$ cat config.mk
export PLATFORM = sky130hd
export DESIGN_NAME = sequenciador_transmissao_ascii
export DESIGN_NICKNAME = d
export VERILOG_FILES = /design/src/rtl/sequenciador_transmissao_ascii.sv
export SDC_FILE = /design/constraint.sdc
export NUM_CORES = 1
export LEC_CHECK = 0
export ABC_CLOCK_PERIOD_IN_PS = 1500
export BUFFER_PORTS_ARGS = -buffer_cell sky130_fd_sc_hd__buf_2
export CORE_UTILIZATION = 48
export DETAILED_ROUTE_END_ITERATION = 7
export PLACE_DENSITY_LB_ADDON = 0.2
export SETUP_SLACK_MARGIN = 0.02
export SYNTH_ARGS = -nofsm -noshare
export SYNTH_HDL_FRONTEND = slang
export SYNTH_SLANG_ARGS = --single-unit
export TNS_END_PERCENT = 1
$ cat constraint.sdc
create_clock -name clock -period 1.5 [get_ports clock]
set_input_delay 0.225 -clock clock [delete_from_list [all_inputs] [get_ports clock]]
set_output_delay 0.225 -clock clock [all_outputs]
set_load 0.05 [all_outputs]
$ cat src/rtl/sequenciador_transmissao_ascii.sv
// Sequences a latched ASCII message, one character at a time, through a serial transmitter.
// Optional macro SEQ_PARA_NUL_EN: stop the message at the first NUL character.
module sequenciador_transmissao_ascii #(
  parameter int N_CHARS    = 8,
  parameter int CHAR_WIDTH = 7,
  parameter int GAP_CYCLES = 2,
  localparam int IDX_W     = (N_CHARS > 1) ? $clog2(N_CHARS) : 1
) (
  input  logic                          clock,
  input  logic                          reset,
  input  logic                          iniciar,
  input  logic [N_CHARS*CHAR_WIDTH-1:0] dados_ascii,
  output logic                          tx_partida,
  output logic [CHAR_WIDTH-1:0]         tx_dados,
  input  logic                          tx_pronto,
  output logic [IDX_W-1:0]              indice,
  output logic                          ocupado,
  output logic                          pronto,
  output logic [2:0]                    db_estado
);

  typedef enum logic [2:0] {
    INICIAL   = 3'd0,
    CARREGA   = 3'd1,
    ENVIA     = 3'd2,
    ESPERA    = 3'd3,
    INTERVALO = 3'd4,
    PROXIMO   = 3'd5,
    FINAL     = 3'd6
  } estado_t;

  localparam int GAP_W = (GAP_CYCLES > 1) ? $clog2(GAP_CYCLES) : 1;
  localparam logic [IDX_W-1:0] ULTIMO  = IDX_W'(N_CHARS - 1);
  localparam logic [GAP_W-1:0] GAP_ULT = GAP_W'((GAP_CYCLES > 0) ? GAP_CYCLES - 1 : 0);

  estado_t                            estado_q, estado_d;
  logic [N_CHARS-1:0][CHAR_WIDTH-1:0] msg_q, msg_d;
  logic [IDX_W-1:0]                   indice_q, indice_d;
  logic [GAP_W-1:0]                   gap_q, gap_d;
  logic [IDX_W-1:0]                   indice_inc;
  logic [CHAR_WIDTH-1:0]              char_atual;

  assign indice_inc = indice_q + 1'b1;
  assign char_atual = msg_q[indice_q];

`ifdef SEQ_PARA_NUL_EN
  logic [CHAR_WIDTH-1:0] char_prox;
  assign char_prox = msg_q[indice_inc];
`endif

  always_ff @(posedge clock or negedge reset) begin
    if (!reset) begin
      estado_q <= INICIAL;
      msg_q    <= '0;
      indice_q <= '0;
      gap_q    <= '0;
    end else begin
      estado_q <= estado_d;
      msg_q    <= msg_d;
      indice_q <= indice_d;
      gap_q    <= gap_d;
    end
  end

  always_comb begin
    estado_d = estado_q;
    msg_d    = msg_q;
    indice_d = indice_q;
    gap_d    = gap_q;
    case (estado_q)
      INICIAL: begin
        if (iniciar) estado_d = CARREGA;
      end
      CARREGA: begin
        msg_d    = dados_ascii;
        indice_d = '0;
`ifdef SEQ_PARA_NUL_EN
        // A leading NUL is routed through PROXIMO, which sees it as the current char and ends.
        estado_d = (dados_ascii[CHAR_WIDTH-1:0] == '0) ? PROXIMO : ENVIA;
`else
        estado_d = ENVIA;
`endif
      end
      ENVIA: begin
        estado_d = ESPERA;
      end
      ESPERA: begin
        if (tx_pronto) begin
          gap_d    = '0;
          estado_d = (GAP_CYCLES > 0) ? INTERVALO : PROXIMO;
        end
      end
      INTERVALO: begin
        if (gap_q == GAP_ULT) estado_d = PROXIMO;
        else                  gap_d    = gap_q + 1'b1;
      end
      PROXIMO: begin
`ifdef SEQ_PARA_NUL_EN
        if (indice_q == ULTIMO || char_atual == '0 || char_prox == '0) begin
`else
        if (indice_q == ULTIMO) begin
`endif
          estado_d = FINAL;
        end else begin
          indice_d = indice_inc;
          estado_d = ENVIA;
        end
      end
      FINAL: begin
        estado_d = INICIAL;
      end
      default: begin
        estado_d = INICIAL;
      end
    endcase
  end

  // Every output is decoded from registered state only.
  assign tx_partida = (estado_q == ENVIA);
  assign pronto     = (estado_q == FINAL);
  assign ocupado    = (estado_q != INICIAL);
  assign tx_dados   = char_atual;
  assign indice     = indice_q;
  assign db_estado  = estado_q;

endmodule

# Word-level counts from Yosys, hierarchy flattened
# Cells that the tools add are included.
dict set report classes {
  n_eq_ne 11
  n_reduce_logical 7
  addsub 2
  muxes 12
  n_lt_le_gt_ge 1
}
# op count
set op_table {}
lappend op_table {{$bmux W7 S3} 1}
lappend op_table {{$pmux W3 S6} 1}
lappend op_table {{$mux W3} 5}
lappend op_table {{$eq A3 B3 Y1 const B} 4}
lappend op_table {{$ne A2 B2 Y1 const B} 4}
lappend op_table {{$mux W7} 1}
lappend op_table {{$eq A3 B2 Y1 const B} 2}
lappend op_table {{$pmux W3 S2} 1}
lappend op_table {{$lt A3 B4 Y1 const B} 1}
lappend op_table {{$reduce_and A2 Y1} 2}
lappend op_table {{$reduce_bool A2 Y1} 2}
lappend op_table {{$add A3 B1 Y3 const B} 1}
lappend op_table {{$eq A3 B1 Y1 const B} 1}
lappend op_table {{$logic_not A3 Y1} 1}
lappend op_table {{$reduce_and A3 Y1} 1}
lappend op_table {{$reduce_bool A3 Y1} 1}
lappend op_table {{$mux W1} 2}
lappend op_table {{$pmux W1 S2} 1}
lappend op_table {{$add A1 B1 Y1 const B} 1}
dict set report totals {
  out_inout_bits 16
  register_bits 63
  elab_cells 44
}

# Logic depth before layout (Yosys ltp)
dict set report logic_depth {
  word_depth 3
  depth_mapped 6
  mapped_depth_nobuf 5
}

# Least setup slack after synthesis
# OpenSTA, ideal clock, no wires.
dict set report synth_timing {
  path_kind {reg-to-output}
  startpoint {reg estado_q[1] (netlist: db_estado[1])}
  endpoint {out tx_partida}
  stages_incl_launch_ff 3
  n_path_buf 1
  slack_ns -0.766
  arrival_ns 2.041
  cell_sequence {dfrtp_1 > buf_2 > nor3b_1}
}
dict set report synth_between {
  elab_chain_len 1
}
# item line
set synth_rtl {}
lappend synth_rtl {{start: declaration} 36} ;# estado_t estado_q, estado_d;
lappend synth_rtl {{start signal: assignment} 58} ;# estado_q <= estado_d;
lappend synth_rtl {{$eq A3 B2 Y1} 119} ;# assign tx_partida = (estado_q == ENVIA);
lappend synth_rtl {{end: declaration} 13} ;# output logic tx_partida,
# No other way between the ends.

# Final worst setup path
dict set report layout_timing {
  startpoint {reg indice_q[0] (netlist: indice[0])}
  endpoint {out tx_dados[5]}
}
dict set report layout_between {
  elab_chain_len 2
}
# item line
set layout_rtl {}
lappend layout_rtl {{start: declaration} 38} ;# logic [IDX_W-1:0] indice_q, indice_d;
lappend layout_rtl {{start signal: assignment} 60} ;# indice_q <= indice_d;
lappend layout_rtl {{$bmux W7 S3} 44} ;# assign char_atual = msg_q[indice_q];
lappend layout_rtl {{$mux W7 (implied by the code)} 44}
lappend layout_rtl {{end: declaration} 14} ;# output logic [CHAR_WIDTH-1:0] tx_dados,
# No other way between the ends. The select of a mux whose other input is x is not followed.

==> key figures <==
Worst setup path
  – Worst Path Class, Setup: flop to primary output
  – Reg2Reg Capture Point: indice[2]$_DFFE_PN0P_
  – Type of origin of the critical path: flop
  – CP max-delay cell: mux4_2
  – CP Cell Sequence: buf_12 -> mux4_2 -> mux2_4 -> buf_6
  – Worst-path fanout max: 8
  – Crit path DAT: 1.86 ns
  – Worst EP required: roughly 1.3 ns
  – CP Capture Type: primary output
  – Critical R2R Launch: indice[0]$_DFFE_PN0P_
  – Delay-heaviest family, CP: multiplexers
  – R2r worst-path depth: 7
  – R2r setup slk: -0.16 ns
  – CP peak stage delay: 0.52 ns
  – Worst Path Buf+Inv: 2

Run
  – Max Cap Viol: 0

Layout
  – Fin util: between 60 and 70%
  – Nets@finish: between 300 and 400
  – Finished Layout Cells: about 360
  – Antenna cells: 0
  – Fin area: about 3800 sq um
  – Area growth, synth to finish: 29.33%
  – Layout cells sized above 1: a little over two thirds

CTS
  – # H-tree levels: 3
  – CTS tree: built
  – Worst-path clk slew: around 0.06 ns
  – Worst-Skew Late Latency: between 0.3 and 0.4 ns
  – Root Driver: clkbuf_8
  – CTS buffer count: 9
  – Clock sinks: 63
  – Clock Tree Buf Depth: 2

Global routing
  – Met3 Use GR: between 4 and 5%
  – Largest net degree at the start of global routing: 35
  – GRT Resource Usage Total: 20.71%
  – GRT busiest layer: met2
  – Initial antenna violation count: 0
  – GRT met1 Usage: ~28%
  – Total gr overflow: 0
  – First-pass GRT wire length: between 9000 and 10000 microns
  – Vias in the first global route: slightly below 2000
  – Met2 Usage GRT: about a third

Die
  – I/O pins: 76
  – Chip Width: 80.53 microns
  – Initial Util: about 50%
  – Core Area: 5921 sq um
  – Standard-cell rows: 28
  – Die area: roughly 6500 sq um
  – DIE HEIGHT: about 81 microns

Drt
  – Vias per cell: around 5.3
  – Post-DR wirelength/cell: 16.97 microns
  – DRC: 0
  – Detailed router's first-iteration violation count: slightly above 80
  – TritonRoute pass-1 iters: 4
  – Post-route ant nets: 0
  – Final wirelength: about 6000 microns
  – Vias after detailed routing: 1866

Placement
  – Placed insts: roughly 340
  – HPWL after detailed placement: roughly 4300 microns
  – Placed Area: 3511 sq um
  – Routability congestion estimate: approximately 0.78
  – # port buffers: 75

Yosys
  – Yosys reg bits: 63
  – Syn Area/Cell: 16.36 sq um
  – Gate Count Post-Synth: roughly 180
  – Seq/Total Area, Yosys: 53.25%
  – Asr flop ratio synth: between 90% and 100%
  – Unique masters post-synth: 28
  – Synth Cell Area: just under 3000 sq um
  – Synth Net Count: about 240
  – Synth warn: 0
  – Number of synthesized flops with an enable pin: 0
  – Leading register cell type out of synthesis: dfrtp_1

STA
  – Max-slew violations: 0
  – Part of the cycle the worst path needs: 138.7%
  – Setup ws final: -0.5801 ns
  – Fin crit period: roughly 2.1 ns
  – Relative slew slack: between 70% and 80%
  – Fmax achieved: approximately 0.48 GHz
  – Final setup vio count: 14
  – RSZ-0062 raised after global routing: yes
  – Worst-margin pin slew: about 0.36 ns
  – Skew final: 0.003600 ns
  – Final hold vios: 0

Power
  – LEAKAGE: 1.716 nW
  – Peak supply drop: around 1.6 mV
  – Pwr dens: between 2000 and 2500 nW/um^2

Min path
  – Hold Path Depth: 2
  – Hold Path End: msg_q[37]$_DFFE_PN0P_
  – Hold crit path type: input port to flop
  – Hold path startpoint: dados_ascii[37]

Status
  – Outcome: complete, but fails checks
  – Failing checks: negative setup slack
==> synthesized netlist by cell type, types with 2 or more instances <==
master / number / share of area [%]
mux4_1: 7 / 6.2
ha_1: 2 / 0.85
nor3b_1: 2 / 0.51
dfrtp_1: 63 / 53
mux2_4: 7 / 3.6
mux2_2: 56 / 21
a21oi_1: 4 / 0.68
buf_2: 3 / 0.51
buf_6: 6 / 2.3
nand2_1: 3 / 0.38
o21ai_0: 4 / 0.68
a22o_1: 2 / 0.59
mux4_2: 7 / 5.3
==> worst register-to-register path: cells and delay by family (launching register included) <==
kind | cells | cell delay (ns)
buf+inv | 3 | 0.45
fa+ha+maj | 2 | 0.31
compound gates | 2 | 0.35
flops | 1 | 0.44
==> stage by stage <==
stage	TNS (ns)	hold slack (ns)	setup slack [ns]	power [mW]
after floorplan	-18.98	-0.07059	-0.3936	6.325
after global routing	-5.395	0.1093	-0.6592	9.623
final	-4.574	0.1239	-0.5801	9.104
after CTS	-4.814	0.1101	-0.6013	9.140
after detailed placement	-2.360	0.1488	-0.3244	7.252
after global placement	-2.200	0.1490	-0.2935	7.136
==> state kept, by name, summed over array words and instances, names as in the netlist <==
register	flops
indice	3
db_estado	3
msg_q	56
gap_q	1
==> timing repair <==
item / 4_1_cts / 5_1_grt
buffers inserted: 1 / 0
hold buffers: 1 / 0
pin swaps: 1 / 0
hold endpoints to repair: 12 / 0
resized for setup: 43 / 4
endpoints found under the setup margin: 14 / 15
cloned: 0 / 0
==> layout make-up <==
| cell class | instances | area (sq um) |
|---|---|---|
| clock buffer | 15 | 186.4 |
| fill | 434 | 2092 |
| inverter | 1 | 3.754 |
| multi-input combinational | 105 | 1297 |
| sequential | 63 | 1579 |
| tap | 75 | 93.84 |
| timing repair buffer | 96 | 668.1 |
==> logic make-up (layout without fill, tap and decap cells) <==
family / count (synthesis) / count (layout) / synth area share, %
buffers and inverters: 13 / 112 / 3.846
DFF: 63 / 63 / 53.25
and+or+nand+nor: 13 / 13 / 2.832
AOI/OAI and AO/OA: 13 / 13 / 2.832
adders and majority gates: 2 / 2 / 0.8452
muxes: 77 / 77 / 36.39
==> layer usage <==
layer,part of all wire (%),up-vias
met1,45,943
met2,49,44
li1,-,868
met4,2.4,0
met3,3.5,11
met5,0,-
==> worst max-delay path by stage <==
stage	to	cells past startpoint	slack, ns	startpoint
after floorplan	tx_dados[0]	4	-0.39	indice[0]$_DFFE_PN0P_
after CTS	tx_dados[5]	4	-0.60	indice[0]$_DFFE_PN0P_
after global placement	tx_dados[5]	4	-0.29	indice[0]$_DFFE_PN0P_
after global routing	tx_dados[5]	4	-0.66	indice[0]$_DFFE_PN0P_
after detailed placement	tx_dados[5]	4	-0.32	indice[0]$_DFFE_PN0P_
final	tx_dados[5]	4	-0.58	indice[0]$_DFFE_PN0P_
==> power by group <==
group / total (mW) / switching (mW) / internal [mW]
Sequential: 3.07 / 0.504 / 2.57
Combinational: 4.66 / 2.11 / 2.55
Clock: 1.37 / 0.594 / 0.774
==> layout by cell type (no fill, tap or decap), types with 2 or more instances in the layout <==
| master | count |
|---|---|
| dfrtp_2 | 2 |
| ha_4 | 2 |
| mux4_2 | 13 |
| buf_12 | 3 |
| a22o_1 | 2 |
| a21oi_1 | 4 |
| dfrtp_1 | 61 |
| buf_4 | 13 |
| buf_8 | 4 |
| mux2_4 | 7 |
| clkbuf_8 | 13 |
| clkbuf_1 | 2 |
| nand2_1 | 3 |
| buf_6 | 10 |
| buf_2 | 64 |
| mux2_2 | 56 |
| o21ai_1 | 2 |
Note: power is estimated with default switching activity, not from simulation.
